**config.mk**
```make
export PLATFORM = sky130hd
export DESIGN_NAME = button_pulser
export DESIGN_NICKNAME = d
export VERILOG_FILES = /design/src/rtl/button_pulser.sv
export SDC_FILE = /design/constraint.sdc
export NUM_CORES = 1
export LEC_CHECK = 0
export ABC_AREA = 1
export BUFFER_PORTS_ARGS = -buffer_cell sky130_fd_sc_hd__buf_2
export CAP_MARGIN = 5
export CORE_MARGIN = 1.5
export CORE_UTILIZATION = 25
export DETAILED_ROUTE_END_ITERATION = 7
export PLACE_DENSITY = 0.5
export SLEW_MARGIN = 10
export SYNTH_ARGS = -nofsm -noshare
export SYNTH_HDL_FRONTEND = slang
export SYNTH_SLANG_ARGS = --single-unit
```
**constraint.sdc**
```tcl
create_clock -name clk -period 5.2 [get_ports clk]
set_clock_uncertainty 0.05 [all_clocks]
set_input_delay 0.26 -clock clk [delete_from_list [all_inputs] [get_ports clk]]
set_output_delay 0.26 -clock clk [all_outputs]
set_load 0.01 [all_outputs]
```
**src/rtl/button_pulser.sv**
```systemverilog
// rtl/button_pulser.sv - push-button conditioner: synchronize, debounce, edge-detect, auto-repeat
module button_pulser #(
    parameter int DB_CYCLES    = 4,
    parameter int REPEAT_DELAY = 16,
    parameter int REPEAT_RATE  = 8,
    parameter int CW           = 16
) (
    input  logic clk,
    input  logic rst,
    input  logic btn_in,
    input  logic repeat_en,
    output logic level,
    output logic pulse,
    output logic rel_pulse
);

    typedef enum logic [1:0] {
        IDLE   = 2'd0,
        HOLD   = 2'd1,
        REPEAT = 2'd2
    } state_t;

    localparam logic [CW-1:0] DB_LAST    = CW'(DB_CYCLES - 1);
    localparam logic [CW-1:0] DELAY_LAST = CW'(REPEAT_DELAY - 1);
    localparam logic [CW-1:0] RATE_LAST  = CW'(REPEAT_RATE - 1);

    logic          s1;
    logic          s;
    logic [CW-1:0] dbc;
    logic [CW-1:0] dbc_next;
    logic [CW-1:0] rpt;
    logic [CW-1:0] rpt_next;
    logic          level_next;
    logic          pulse_next;
    logic          rel_next;
    logic          press;
    logic          release_ev;
    state_t        state;
    state_t        state_next;

    always_ff @(posedge clk or posedge rst) begin
        if (rst) begin
            s1        <= 1'b0;
            s         <= 1'b0;
            dbc       <= '0;
            level     <= 1'b0;
            rpt       <= '0;
            state     <= IDLE;
            pulse     <= 1'b0;
            rel_pulse <= 1'b0;
        end else begin
            s1        <= btn_in;
            s         <= s1;
            dbc       <= dbc_next;
            level     <= level_next;
            rpt       <= rpt_next;
            state     <= state_next;
            pulse     <= pulse_next;
            rel_pulse <= rel_next;
        end
    end

    always_comb begin
        dbc_next   = '0;
        level_next = level;
        state_next = state;
        rpt_next   = rpt;
        pulse_next = 1'b0;
        rel_next   = 1'b0;

        // Any sample matching level leaves dbc_next at zero, restarting the count.
        if (s != level) begin
            if (dbc == DB_LAST) begin
                level_next = s;
            end else begin
                dbc_next = dbc + 1'b1;
            end
        end

        press      = level_next & ~level;
        release_ev = level & ~level_next;

        // Release is checked first so it suppresses a repeat pulse due on the same edge.
        if (release_ev) begin
            state_next = IDLE;
            rpt_next   = '0;
            rel_next   = 1'b1;
        end else if (press) begin
            state_next = HOLD;
            rpt_next   = '0;
            pulse_next = 1'b1;
        end else begin
            case (state)
                IDLE: begin
                    rpt_next = '0;
                end
                HOLD: begin
                    if (!repeat_en) begin
                        rpt_next = '0;
                    end else if (rpt == DELAY_LAST) begin
                        rpt_next   = '0;
                        pulse_next = 1'b1;
                        state_next = REPEAT;
                    end else begin
                        rpt_next = rpt + 1'b1;
                    end
                end
                REPEAT: begin
                    if (!repeat_en) begin
                        rpt_next   = '0;
                        state_next = HOLD;
                    end else if (rpt == RATE_LAST) begin
                        rpt_next   = '0;
                        pulse_next = 1'b1;
                    end else begin
                        rpt_next = rpt + 1'b1;
                    end
                end
                default: begin
                    rpt_next   = '0;
                    state_next = IDLE;
                end
            endcase
        end
    end

endmodule

```
After elaboration in Yosys (flattened, before gate mapping)
Index checks and enable logic that the tools add are counted.

word-level totals
  bits in registers = 39
  word-level logic and storage cells = 51
  output and inout bits = 3
  input port bits = 4

cells by class
  equality and inequality tests = 10
  reductions and logical operators = 2
  multiplexer cells = 25
  $add $sub $neg = 2
  bitwise gates (word level) = 4

operators by type and width
  kind                   count
  $mux 16                8
  $add 16x1->16 const B  2
  $pmux 16 s2            1
  $eq 16x2->1 const B    1
  $eq 16x3->1 const B    1
  $eq 16x4->1 const B    1
  $ne 4x4->1 const B     3
  $mux 2                 5
  $mux 1                 9
  $pmux 2 s3             1
  $reduce_and 4->1       1
  $ne 3x3->1 const B     1
  $and 1x1->1            2
  $eq 2x1->1 const B     1
  $eq 2x2->1 const B     1
  $logic_not 2->1        1
  $not 1->1              2
  $pmux 1 s2             1
  $ne 1x1->1             1

Depth between registers and ports, before layout
Gate-level depths: netlist of run 1.

  depth in word-level cells = 7
  mapped depth = 14
  gate-level depth less buffers = 14

Worst setup path before layout of run 1
Ideal clock, no wire load.

  path kind = register to register
  start point = register dbc[0]
  end point = register rpt[11]
  clock period less this slack = 2.107 ns
  data required time = 5.081 ns
  arrival = 1.988 ns
  setup time = 0.069 ns
  slack = 3.093 ns
  buffers on the path = 1
  cell stages (with the launch flop) = 14
  path through = dfrtp_1 -> ha_1 -> nand4_1 -> nor2_1 -> nand3_1 -> nand2_1 -> o21ai_0 -> ha_1 -> nor2_1 -> inv_1 -> nor2_1 -> nand3_4 -> buf_12 -> nor2_2

between the ends
  cells in the longest elaborated chain, start to end = 6
  elaborated cells between the ends (all ways) = 8
  those cells by class = eq/ne (1); mux (4); bitwise (3)

RTL lines
  what                                             RTL line  RTL
  start: declaration                               29        logic [CW-1:0] dbc;
  start signal: assignment                         54        dbc <= dbc_next;
  $eq 16x2->1 *                                    73        if (dbc == DB_LAST) begin
  $mux 1 *                                         73
  $mux 1 *                                         72        if (s != level) begin
  $and 1x1->1 / $not 1->1 (equally long branches)  80, 81
  $mux 16 / $and 1x1->1 (equally long branches)    88, 81
  $mux 16 *                                        84        if (release_ev) begin
  via rpt_next[11]                                 32        logic [CW-1:0] rpt_next;
  end signal: assignment                           56        rpt <= rpt_next;
  end: declaration                                 31        logic [CW-1:0] rpt;

Mark *: on every way through the listed nets, which the timed path passes. The rest lies on a longest branch.
A chain may end at the register's enable or synchronous reset.

Worst setup path in the final report of run 1
  start point = register dbc[0]
  end point = register rpt[2]

The elaborated chain is that of the path after synthesis.

==> results of run 1 <==
==> synthesized netlist by cell type, drive strengths merged <==
library cell	instances	area, µm²
o21bai	3	22.52
inv	39	146.4
nand2	60	240.2
nor3	11	60.06
ha	8	100.1
and3	1	6.260
a21oi	3	15.01
nand4	9	56.30
xnor2	3	26.28
nand3	24	147.7
dfrtp	39	975.9
nor2	60	265.3
nor4	1	6.260
o21ai	7	35.03
xor2	12	105.1
clkbuf	1	3.750
buf	1	20.02
==> per-stage QoR <==
step | util | instance area [µm²] | hold WS [ps]
after floorplan | - | 2232 | 241.4
after global placement | 0.2744 | 2381 | 282.7
after detailed placement | 0.2744 | 2381 | 286.2
after CTS | 0.2842 | 2466 | 8.245
after global routing | 0.2842 | 2466 | 0.6203
final | 0.2842 | 2466 | 15.77
==> layout make-up <==
cell class / instances / area share
clock inverters: 2 / 0.005074
multi-input cells: 202 / 0.4404
well taps: 108 / 0.05479
clock buffers: 6 / 0.02943
inverters: 39 / 0.05936
repair buffers: 7 / 0.01522
flip-flops and latches: 39 / 0.3957
==> worst max path at each step <==
| stage | slack [ps] | cells after the start | start | endpoint |
|---|---|---|---|---|
| after floorplan | 3090 | 13 | dbc[0] | rpt[11] |
| after global placement | 2760 | 12 | dbc[0] | rpt[15] |
| after detailed placement | 2680 | 12 | dbc[0] | rpt[2] |
| after CTS | 2670 | 12 | dbc[0] | rpt[2] |
| after global routing | 2450 | 12 | dbc[0] | rpt[15] |
| final | 2680 | 12 | dbc[0] | rpt[2] |
==> kinds of logic after synthesis <==
kind of cell,share of synthesized area
flops,0.4372
simple gates,0.3503
fa+ha+maj,0.04484
compound gates,0.03251
xor+xnor,0.05886
buf+inv,0.07623
==> worst max-delay path, stage by stage (launching register included) <==
cell     delay (ps)
dfrtp_1         390
ha_1            240
nand4_1         130
nor2_1          150
nand3_1         180
nand2_1         100
o21ai_0          90
ha_1            250
nor2_1          120
inv_1            50
nor2_1          240
nand3_4         270
nor2_1          180
==> where the power goes <==
part	internal, mW	switching, mW
clock	0.0938	0.110
combinational	0.0773	0.148
sequential	0.329	0.0210
total	0.500	0.279
==> per-layer routing <==
layer / vias to the layer above / share of wire
met3: 6 / 0.027
li1: 908 / -
met5: - / 0
met2: 17 / 0.46
met1: 827 / 0.50
met4: 0 / 0.014
==> state kept, by name, summed over array words and instances, names as in the netlist <==
| name | cells |
|---|---|
| dbc | 16 |
| level | 1 |
| rpt | 16 |
| s | 1 |
| state | 2 |
| pulse | 1 |
| rel_pulse | 1 |
| s1 | 1 |
==> impl_metrics.env, run 1 <==
export IMPL_detail_route_antenna_nets=0
export IMPL_htree_levels=2
export IMPL_setup_tns_ps=0
export IMPL_antenna_cells=0
export IMPL_dp_cells=395
export IMPL_postCtsResizedCells=0
export IMPL_max_freq_ghz=0.3973
export IMPL_yosys_register_bits=39
export IMPL_criticalPathCategory="register to register"
export IMPL_place_worst_setup_slack_ps=2676
export IMPL_hold_class="input pin to asynchronous set/reset pin"
export IMPL_peakVddDrop_mv=0.2130
export IMPL_multi_input_area_um2=1086
export IMPL_post_drt_wl_per_cell_um=10.56
export IMPL_final_common_cell="nand2_1"
export IMPL_yosysWarnings=0
export IMPL_grt_ovfl_total=0
export IMPL_drtPass1Iterations=4
export IMPL_crit_arrival_ps=2680
export IMPL_antenna_found_initial=0
export IMPL_p_leak_nw=1.079
export IMPL_ys_seq_area_frac=0.4372
export IMPL_r2r_start="dbc[0]"
export IMPL_first_iter_violations=97
export IMPL_end_kind="register"
export IMPL_cts_setup_buffers=0
export IMPL_grt_use_met3=0.02590
export IMPL_drv_cap=0
export IMPL_nNetsFinal=306
export IMPL_power_mw=0.7790
export IMPL_grt_pass1_vias=1691
export IMPL_min_period_over_period=0.4840
export IMPL_drc_errors=0
export IMPL_synth_area_um2=2232
export IMPL_status="finished clean"
export IMPL_relSlewSlack=0.6641
export IMPL_syn_avg_cell_area_um2=7.915
export IMPL_grt_max_degree=40
export IMPL_netlist_instances=282
export IMPL_root_buffer="clkbuf_8"
export IMPL_grt_use_met2=0.1496
export IMPL_area_growth_pct=10.48
export IMPL_rows=34
export IMPL_finalSetupViolCount=0
export IMPL_r2r_cells=12
export IMPL_cts_hold_buf=0
export IMPL_tightestPinTransition_ps=503.8
export IMPL_vias=1758
export IMPL_startpoint_type="register"
export IMPL_top_usage_layer="met2"
export IMPL_ys_types=24
export IMPL_port_buffer_count=6
export IMPL_vias_per_cell=4.362
export IMPL_grt_use_total=0.09781
export IMPL_dieArea_um2=9504
export IMPL_die_w_um=97.49
export IMPL_met1_usage=0.1293
export IMPL_cts_inserted_buffers=5
export IMPL_grt_pass1_wl_mm=7.576
export IMPL_hpwl_mm=3.116
export IMPL_die_y_um=97.49
export IMPL_finalWorstSetupSlack_ps=2683
export IMPL_slew_viol_final=0
export IMPL_cellPowerDensity_nw_per_um2=315.9
export IMPL_syn_num_nets=294
export IMPL_core_um2=8678
export IMPL_insertion_delay_ps=290
export IMPL_cts_tree="yes"
export IMPL_drive_gt1_frac=0.1186
export IMPL_gp_congestion=0.7953
export IMPL_cp_max_fo=14
export IMPL_min_period_ps=2517
export IMPL_mostFrequentLayoutCells="nand2_1, nor2_1, inv_1, dfrtp_1, nand3_1"
export IMPL_wl_mm=4.257
export IMPL_rsz0062_at_grt="false"
export IMPL_cts_sinks=39
export IMPL_io_pins=7
export IMPL_final_hold_viol_count=0
export IMPL_reg2reg_setup_slack_ps=2680
export IMPL_clk_pin_slew_ps=80
export IMPL_max_clock_path_buffers=2
export IMPL_n_fill_cell=953
export IMPL_seqCellArea_um2=975.9
export IMPL_fin_cells=403
export IMPL_r2r_end="rpt[2]"
export IMPL_cp_required_ps=5370
export IMPL_start_util=0.2572
No activity file was read; power rests on OpenSTA's default activity.
==> inputs of run 2 (changes only) <==
Settings changed: PLACE_DENSITY 0.5 to 0.51.
Clock period 5.2 ns to 2.1 ns, I/O delays scaled along.
==> impl_metrics.env, run 2 (synthesized netlist as in run 1, its figures left out) <==
export IMPL_cellPowerDensity_nw_per_um2=771.6
export IMPL_cp_depth=12
export IMPL_grt_use_total=0.1054
export IMPL_crit_arrival_ps=2130
export IMPL_max_freq_ghz=0.5036
export IMPL_crit_slowest_cell="dfrtp_1"
export IMPL_drc_errors=0
export IMPL_place_worst_setup_slack_ps=-162.7
export IMPL_rsz0062_at_grt="true"
export IMPL_core_um2=8678
export IMPL_startpoint_type="register"
export IMPL_clk_pin_slew_ps=80
export IMPL_gp_congestion=0.8130
export IMPL_detail_route_antenna_nets=0
export IMPL_first_iter_violations=66
export IMPL_reg2reg_setup_slack_ps=110
export IMPL_area_growth_pct=22.53
export IMPL_cp_required_ps=2240
export IMPL_antenna_found_initial=0
export IMPL_port_buffer_count=6
export IMPL_reg_top3="dbc x16, rpt x16, state x2"
export IMPL_finalSetupViolCount=0
export IMPL_met1_length_mm=2.290
export IMPL_root_buffer="clkbuf_8"
export IMPL_path_buf_inv=2
export IMPL_dieArea_um2=9504
export IMPL_wl_met3_um=103
export IMPL_insertion_delay_ps=300
export IMPL_post_drt_wl_per_cell_um=10.64
export IMPL_tightestPinTransition_ps=497.3
export IMPL_die_y_um=97.49
export IMPL_end_kind="register"
export IMPL_r2r_cells=12
export IMPL_grt_pass1_wl_mm=8.314
export IMPL_hold_depth=3
export IMPL_grt_pass1_vias=1859
export IMPL_drtPass1Iterations=5
export IMPL_antenna_cells=0
export IMPL_final_common_cell="nand2_1"
export IMPL_relSlewSlack=0.6685
export IMPL_drv_cap=0
export IMPL_rows=34
export IMPL_cts_sinks=39
export IMPL_top_layer_used="met4"
export IMPL_holdWs_ps=71.49
export IMPL_p_leak_nw=1.216
export IMPL_criticalPathCategory="register to register"
export IMPL_mostFrequentLayoutCells="nand2_1, nor2_1, dfrtp_1"
export IMPL_path_cells="nor4_1 -> nand3_2 -> buf_6 -> o21ai_2 -> ha_2 -> nor2_2 -> inv_2 -> a21oi_2 -> o21ai_2 -> nand3_1 -> nand2_1 -> nand2_1"
export IMPL_setup_tns_ps=0
export IMPL_start_util=0.2572
export IMPL_final_hold_viol_count=0
export IMPL_peakVddDrop_mv=0.5403
export IMPL_critical_path_max_stage_delay_ps=380
export IMPL_finalWorstSetupSlack_ps=114.2
export IMPL_cts_tree="yes"
export IMPL_min_period_over_period=0.9456
export IMPL_die_w_um=97.49
export IMPL_hpwl_mm=3.326
export IMPL_fin_cells=429
export IMPL_status="finished clean"
export IMPL_io_pins=7
export IMPL_slew_viol_final=0
export IMPL_cp_max_fo=4
export IMPL_route_met2_wl_mm=2.072
export IMPL_vias=1855
export IMPL_power_mw=2.110
export IMPL_cts_inserted_buffers=5
export IMPL_grt_max_degree=40
export IMPL_drive_gt1_frac=0.2274
export IMPL_grt_ovfl_total=0
export IMPL_htree_levels=2
export IMPL_min_period_ps=1986
export IMPL_wl_mm=4.563
export IMPL_hold_class="input pin to register"
export IMPL_dp_cells=416
export IMPL_nNetsFinal=332
export IMPL_path_delay_family="simple AND/OR/NAND/NOR gates"
export IMPL_max_clock_path_buffers=2
export IMPL_vias_per_cell=4.324
[run 2: timing repair]
action / in CTS / in global routing
pin swaps: 1 / 6
gates cloned: 0 / 0
buffers inserted: 2 / 1
hold endpoints to repair: 40 / 0
hold buffers: 2 / 0
setup endpoints to repair: 18 / 18
resized for setup: 6 / 14
[run 2: layout make-up]
type	count	area, µm²
fillers	958	5943
clock inverters	2	12.51
multi-input cells	202	1135
inverters	39	146.4
well taps	108	135.1
clock buffers	6	72.57
flip-flops and latches	39	975.9
repair buffers	33	257.7
[run 2: per-layer routing]
metal	vias to the layer above	GRT usage
li1	961	-
met1	856	0.1352
met2	32	0.1731
met3	6	0.01727
met4	0	0.04945
met5	-	0
[run 2: worst min-delay path: stages]
cell and delay [ps]:
buf_2 140, nand2_1 100, nor2_1 50
[run 2: power by group]
part | switching, mW | internal [mW] | leakage (nW) | total, mW
clock network | 0.280 | 0.232 | 0.0412 | 0.512
registers | 0.0438 | 0.814 | 0.534 | 0.858
logic | 0.438 | 0.302 | 0.640 | 0.740
total | 0.762 | 1.35 | 1.22 | 2.11
[run 2: final timing paths]
kind | to | start
max in group asynchronous | rpt[1] | rst
min in group asynchronous | dbc[13] | rst
setup / recovery | state[0] | dbc[9]
hold reg to reg | s | s1
hold / removal | rpt[14] | repeat_en
setup reg to reg | state[0] | dbc[9]
[run 2: stage by stage]
stage | instance area [µm²] | utilization
2_1_floorplan | 2235 | -
6_report | 2735 | 0.3152
4_1_cts | 2686 | 0.3095
3_5_place_dp | 2541 | 0.2928
5_1_grt | 2735 | 0.3152
3_3_place_gp | 2541 | 0.2928
